===== config.mk =====
export PLATFORM = sky130hd
export DESIGN_NAME = id_ex_stage
export DESIGN_NICKNAME = d
export VERILOG_FILES = /design/src/rtl/id_ex_stage.sv
export SDC_FILE = /design/constraint.sdc
export NUM_CORES = 1
export LEC_CHECK = 0
export ABC_CLOCK_PERIOD_IN_PS = 5000
export CAP_MARGIN = 20
export CORE_MARGIN = 4
export CORE_UTILIZATION = 40
export CTS_CLUSTER_DIAMETER = 40
export DETAILED_ROUTE_END_ITERATION = 6
export GPL_ROUTABILITY_DRIVEN = 0
export MAX_ROUTING_LAYER = met4
export PLACE_DENSITY_LB_ADDON = 0.25
export SLEW_MARGIN = 10
export SYNTH_ARGS = -nofsm -noshare
export SYNTH_HDL_FRONTEND = slang
export SYNTH_SLANG_ARGS = --single-unit

===== constraint.sdc =====
create_clock -name i_clk -period 5 [get_ports i_clk]
set_input_delay 0.75 -clock i_clk [delete_from_list [all_inputs] [get_ports i_clk]]
set_output_delay 0.75 -clock i_clk [all_outputs]
set_load 0.05 [all_outputs]

===== src/rtl/id_ex_stage.sv =====
// id_ex_stage: ID/EX pipeline register sitting in front of the EX-stage ALU.
// Captures decoded operands/control, decodes the 6-bit ALU operation code,
// forwards EX/MEM and MEM/WB results into the ALU operands and detects
// load-use hazards.
//
// Ports:
//   i_clk, i_rst            clock, synchronous active-high reset
//   i_id_*                  decoded instruction from ID
//   i_flush                 kill the instruction entering EX
//   i_stall_in              downstream stall, hold EX contents
//   i_exmem_*, i_memwb_*    forwarding sources
//   o_ex_*                  registered EX control/state
//   o_ex_src1/src2/store_data  forwarded operands (combinational)
//   o_hazard_stall          load-use stall request (combinational)
module id_ex_stage #(
    parameter int unsigned DATA_W = 32,
    parameter int unsigned REG_W  = 5
) (
    input  logic              i_clk,
    input  logic              i_rst,
    input  logic              i_id_valid,
    input  logic [REG_W-1:0]  i_id_rs,
    input  logic [REG_W-1:0]  i_id_rt,
    input  logic [REG_W-1:0]  i_id_rd,
    input  logic [DATA_W-1:0] i_id_rs_data,
    input  logic [DATA_W-1:0] i_id_rt_data,
    input  logic [DATA_W-1:0] i_id_imm,
    input  logic              i_id_alu_src,
    input  logic [1:0]        i_id_alu_op,
    input  logic [5:0]        i_id_funct,
    input  logic              i_id_reg_write,
    input  logic              i_id_mem_read,
    input  logic              i_id_mem_write,
    input  logic              i_flush,
    input  logic              i_stall_in,
    input  logic              i_exmem_reg_write,
    input  logic [REG_W-1:0]  i_exmem_rd,
    input  logic [DATA_W-1:0] i_exmem_result,
    input  logic              i_memwb_reg_write,
    input  logic [REG_W-1:0]  i_memwb_rd,
    input  logic [DATA_W-1:0] i_memwb_result,
    output logic              o_ex_valid,
    output logic [REG_W-1:0]  o_ex_rd,
    output logic              o_ex_reg_write,
    output logic              o_ex_mem_read,
    output logic              o_ex_mem_write,
    output logic [5:0]        o_ex_operation,
    output logic              o_ex_illegal,
    output logic [DATA_W-1:0] o_ex_src1,
    output logic [DATA_W-1:0] o_ex_src2,
    output logic [DATA_W-1:0] o_ex_store_data,
    output logic              o_hazard_stall
);

    localparam int unsigned OP_W = 6;
    localparam logic [OP_W-1:0] OP_ADD = OP_W'(7);
    localparam logic [OP_W-1:0] OP_SUB = OP_W'(14);
    localparam logic [OP_W-1:0] OP_AND = OP_W'(21);
    localparam logic [OP_W-1:0] OP_OR  = OP_W'(28);

    logic              r_valid;
    logic [REG_W-1:0]  r_rs;
    logic [REG_W-1:0]  r_rt;
    logic [REG_W-1:0]  r_rd;
    logic [DATA_W-1:0] r_rs_data;
    logic [DATA_W-1:0] r_rt_data;
    logic [DATA_W-1:0] r_imm;
    logic              r_alu_src;
    logic [OP_W-1:0]   r_operation;
    logic              r_illegal;
    logic              r_reg_write;
    logic              r_mem_read;
    logic              r_mem_write;

    logic [OP_W-1:0]   w_dec_op;
    logic              w_dec_bad;
    logic              w_hazard_stall;
    logic [DATA_W-1:0] w_fwd_rs;
    logic [DATA_W-1:0] w_fwd_rt;

    // ALU operation decode from alu_op / funct
    always_comb begin
        w_dec_op  = '0;
        w_dec_bad = 1'b0;
        case (i_id_alu_op)
            2'b00: w_dec_op = OP_ADD;
            2'b01: w_dec_op = OP_SUB;
            2'b11: w_dec_op = OP_OR;
            default: begin
                case (i_id_funct)
                    6'h20:   w_dec_op = OP_ADD;
                    6'h22:   w_dec_op = OP_SUB;
                    6'h24:   w_dec_op = OP_AND;
                    6'h25:   w_dec_op = OP_OR;
                    default: w_dec_bad = 1'b1;
                endcase
            end
        endcase
    end

    // Load in EX whose destination is read by the instruction in ID
    always_comb begin
        w_hazard_stall = r_valid && r_mem_read && (r_rd != '0) && i_id_valid &&
                         ((r_rd == i_id_rs) || (r_rd == i_id_rt));
    end

    // Operand forwarding, EX/MEM takes priority over MEM/WB; r0 never forwards
    always_comb begin
        w_fwd_rs = r_rs_data;
        if (i_exmem_reg_write && (i_exmem_rd == r_rs) && (r_rs != '0))
            w_fwd_rs = i_exmem_result;
        else if (i_memwb_reg_write && (i_memwb_rd == r_rs) && (r_rs != '0))
            w_fwd_rs = i_memwb_result;
    end

    always_comb begin
        w_fwd_rt = r_rt_data;
        if (i_exmem_reg_write && (i_exmem_rd == r_rt) && (r_rt != '0))
            w_fwd_rt = i_exmem_result;
        else if (i_memwb_reg_write && (i_memwb_rd == r_rt) && (r_rt != '0))
            w_fwd_rt = i_memwb_result;
    end

    // Pipeline register: reset > flush > hold > hazard bubble > load
    always_ff @(posedge i_clk) begin
        if (i_rst) begin
            r_valid     <= 1'b0;
            r_rs        <= '0;
            r_rt        <= '0;
            r_rd        <= '0;
            r_rs_data   <= '0;
            r_rt_data   <= '0;
            r_imm       <= '0;
            r_alu_src   <= 1'b0;
            r_operation <= '0;
            r_illegal   <= 1'b0;
            r_reg_write <= 1'b0;
            r_mem_read  <= 1'b0;
            r_mem_write <= 1'b0;
        end else if (i_flush || (!i_stall_in && w_hazard_stall)) begin
            // Bubble: data stays, control cleared so nothing is committed
            r_valid     <= 1'b0;
            r_illegal   <= 1'b0;
            r_reg_write <= 1'b0;
            r_mem_read  <= 1'b0;
            r_mem_write <= 1'b0;
        end else if (!i_stall_in) begin
            r_valid     <= i_id_valid;
            r_rs        <= i_id_rs;
            r_rt        <= i_id_rt;
            r_rd        <= i_id_rd;
            r_rs_data   <= i_id_rs_data;
            r_rt_data   <= i_id_rt_data;
            r_imm       <= i_id_imm;
            r_alu_src   <= i_id_alu_src;
            r_operation <= w_dec_op;
            r_illegal   <= i_id_valid && w_dec_bad;
            // Illegal funct must never write the register file
            r_reg_write <= i_id_valid && i_id_reg_write && !w_dec_bad;
            r_mem_read  <= i_id_valid && i_id_mem_read;
            r_mem_write <= i_id_valid && i_id_mem_write;
        end
    end

    assign o_ex_valid      = r_valid;
    assign o_ex_rd         = r_rd;
    assign o_ex_reg_write  = r_reg_write;
    assign o_ex_mem_read   = r_mem_read;
    assign o_ex_mem_write  = r_mem_write;
    assign o_ex_operation  = r_operation;
    assign o_ex_illegal    = r_illegal;
    assign o_ex_src1       = w_fwd_rs;
    assign o_ex_src2       = r_alu_src ? r_imm : w_fwd_rt;
    assign o_ex_store_data = w_fwd_rt;
    assign o_hazard_stall  = w_hazard_stall;

endmodule

==> qor.yml <==
dr_total_vias: 7275
cts_sinks: 122
hold_viol_final: 0
crit_path_top_delay_cell: "clkdlybuf4s50_1"
p_per_area_nw_per_um2: 256.8
htree_levels: 4
holdPathEnd: "o_ex_illegal$_SDFFE_PP0N_"
rrSetupSlack_ns: 2.71
finalPower_w: 0.003147
cts_tree: "built"
clk_pin_slew_ns: 0.06
reg2regPathDepth: 6
final.setup.tns_ns: 0
finalMaxSlewViolations: 0
yosys.area.top_type_share: 0.2996
cap_violations: 0
synth_area_per_cell_sq_um: 9.223
cp-end-kind: "output pin"
drtPass1Iterations: 4
grt-ovfl-total: 0
grt_setup_unrepaired: "false"
initial_core_util: 0.4121
synth-main-ff-cell: "dfxtp_1"
irDropWorstVdd_mv: 0.2142
yosysMostFrequentCell: "nand2b_1"
postCtsSetupBuffers: 0
io_buffer_count: 315
synth_area_leaders: "dfxtp_1 30%, mux2i_1 18%, nand2b_1 17%"
routed_via_density: 5.073
wire_per_inst_microns: 18.75
hp-start: "o_ex_illegal$_SDFFE_PP0N_"
clk_latency_ns: 0.41
synthCells: 884
fp-row-count: 51
syn_area_sq_um: 8153
synth_cell_types: 44
grt_max_degree: 104
final.setup_skew_ns: 0.009787
synth_seq_cells: 122
worstMarginPinSlew_ns: 1.037
crit_type: "in2out"
setup_viol: 0
cp-start-kind: "input port"
synth_common_cells: "226 x nand2b_1, 146 x mux2i_1, 122 x dfxtp_1"
post_cts_resize_count: 0
r2r_end: "r_rt_data[6]$_SDFFE_PP0P_"
drcViolationCount: 0
area_delta_synth_final_pct: 50.31
routed_wl_microns: 26890
holdCritPathClass: "reg2reg"
cpPeakStageDelay_ns: 0.82
synth_largest_area_cell: "dfxtp_1"
synth_edf_count: 0
whs_ns: 0.4654
drtIter0Drc: 340
final_nets: 1359
fmax_mhz: 247.4
grt_pass1_wl_microns: 41380
yosysSeqAreaShare: 0.2996
worstPathRequired_ns: 4.25
fillers: 1736
grt_usage: 0.2396
min_period_over_period: 0.8084
drive_above_1_share: 0.1524
core_sq_um: 19780
crit_arrival_ns: 3.29
dieHeight_microns: 150.8
maxSlewHeadroom: 0.3055
clock_path_buffers: 2
pin_count: 317
postLayoutCoreUtil: 0.6195
syn-num-nets: 1088
die_x_microns: 150.8
ant_nets: 0
async_flop_share: 0
antenna_found_initial: 1
cp_cell_sequence: "clkdlybuf4s50_1 > xnor2_1 > nand4_1 > nor4_4 > buf_4 > mux2i_1 > o21ai_1 > clkdlybuf4s50_1"
p_leak_nw: 4.265
grt_pass1_vias: 7542
clock_tree.root_cell: "clkbuf_16"
yosys_warnings: 0
multiInputGateArea_sq_um: 5386
worst_path_most_repeated_cell: "clkdlybuf4s50_1"
holdBufCountCts: 0
path_max_fanout: 17
dp_hpwl_microns: 19550
r2r-start: "o_ex_rd[0]$_SDFFE_PP0P_"
fin_crit_ns: 4.042
whs_path_depth: 1
die_area_sq_um: 22730
final-seq-area_sq_um: 2444
run_status: "completed"
cts_buffers: 17
==> report_power, final <==
part / total (W) / internal (W) / switching [W]
Sequential: 0.00106 / 0.00102 / 0.0000412
Clock: 0.00121 / 0.000734 / 0.000478
Combinational: 0.000871 / 0.000423 / 0.000449
==> sequential cells by signal, indices dropped and copies added (netlist names), 5 cells and up <==
| name | count |
|---|---|
| r_imm | 32 |
| r_rs_data | 32 |
| r_rt_data | 32 |
| o_ex_operation | 5 |
| o_ex_rd | 5 |
| r_rs | 5 |
| r_rt | 5 |
==> per-stage QoR <==
step	area, sq um	instances	setup WS [ns]
global placement	11670	1401	0.9606
floorplan	8153	884	1.435
detailed placement	11670	1401	0.9520
finish	12250	1434	0.9582
global route	12250	1434	0.8091
CTS	12250	1433	0.9261
==> critical path: cells and delay by family <==
| kind | cells | cell delay [ns] |
|---|---|---|
| buf+inv | 3 | 1.74 |
| xor+xnor | 1 | 0.13 |
| compound gates | 1 | 0.13 |
| simple gates | 2 | 0.39 |
| mux | 1 | 0.14 |
==> metal layers <==
metal	routed length (microns)	GRT usage	share of wire	vias to the layer above
met1	11410	0.2866	0.42	3409
met3	1546	0.05659	0.057	35
met4	572	0.06573	0.021	0
met2	13360	0.4043	0.50	221
li1	-	-	-	3610
met5	0	-	0	-
==> layout make-up <==
type / instances / share of cell area
multi-input combinational: 686 / 0.4396
timing repair buffer: 327 / 0.2861
sequential: 122 / 0.1994
clock buffer: 18 / 0.03502
tap: 265 / 0.02706
clock inverter: 14 / 0.01235
inverter: 1 / 0.0003063
antenna: 1 / 0.0002042
==> kinds of logic after synthesis <==
group / share of synthesized area
xor+xnor: 0.03223
buf+inv: 0.04481
compound gates: 0.1387
mux: 0.2276
simple gates: 0.2566
other cells: 0.0004600
flops: 0.2996
==> cell usage in the layout (no fill, tap or decap), drive strengths merged, types with 2 or more instances in the layout <==
cell type and n:
xnor2 26, bufinv 2, or3b 2, o21ai 64, clkdlybuf4s50 250, mux2 35, nor4 2, nand3 35
or4 3, nor3 34, dfxtp 122, a22o 2, a32o 3, a21oi 4, nor3b 3, a31oi 32
nor2 7, clkbuf 18, clkinvlp 5, o211ai 2, nand4 4, mux2i 146, xor2 4, clkinv 7
nor2b 4, nand2b 226, buf 77, nand2 36
==> how the worst max path moves through the flow <==
| stage | startpoint | depth (start not counted) | to |
|---|---|---|---|
| 5_1_grt | i_memwb_rd[0] | 8 | o_ex_src1[16] |
| 4_1_cts | r_rt[0]$_SDFFE_PP0P_ | 6 | o_ex_src2[0] |
| 3_5_place_dp | i_memwb_rd[0] | 8 | o_ex_src1[10] |
| 2_1_floorplan | i_exmem_rd[3] | 6 | o_ex_src2[0] |
| 3_3_place_gp | i_memwb_rd[3] | 8 | o_ex_src1[8] |
| 6_report | i_memwb_rd[3] | 8 | o_ex_src1[10] |
No activity file was read; power rests on OpenSTA's default activity.
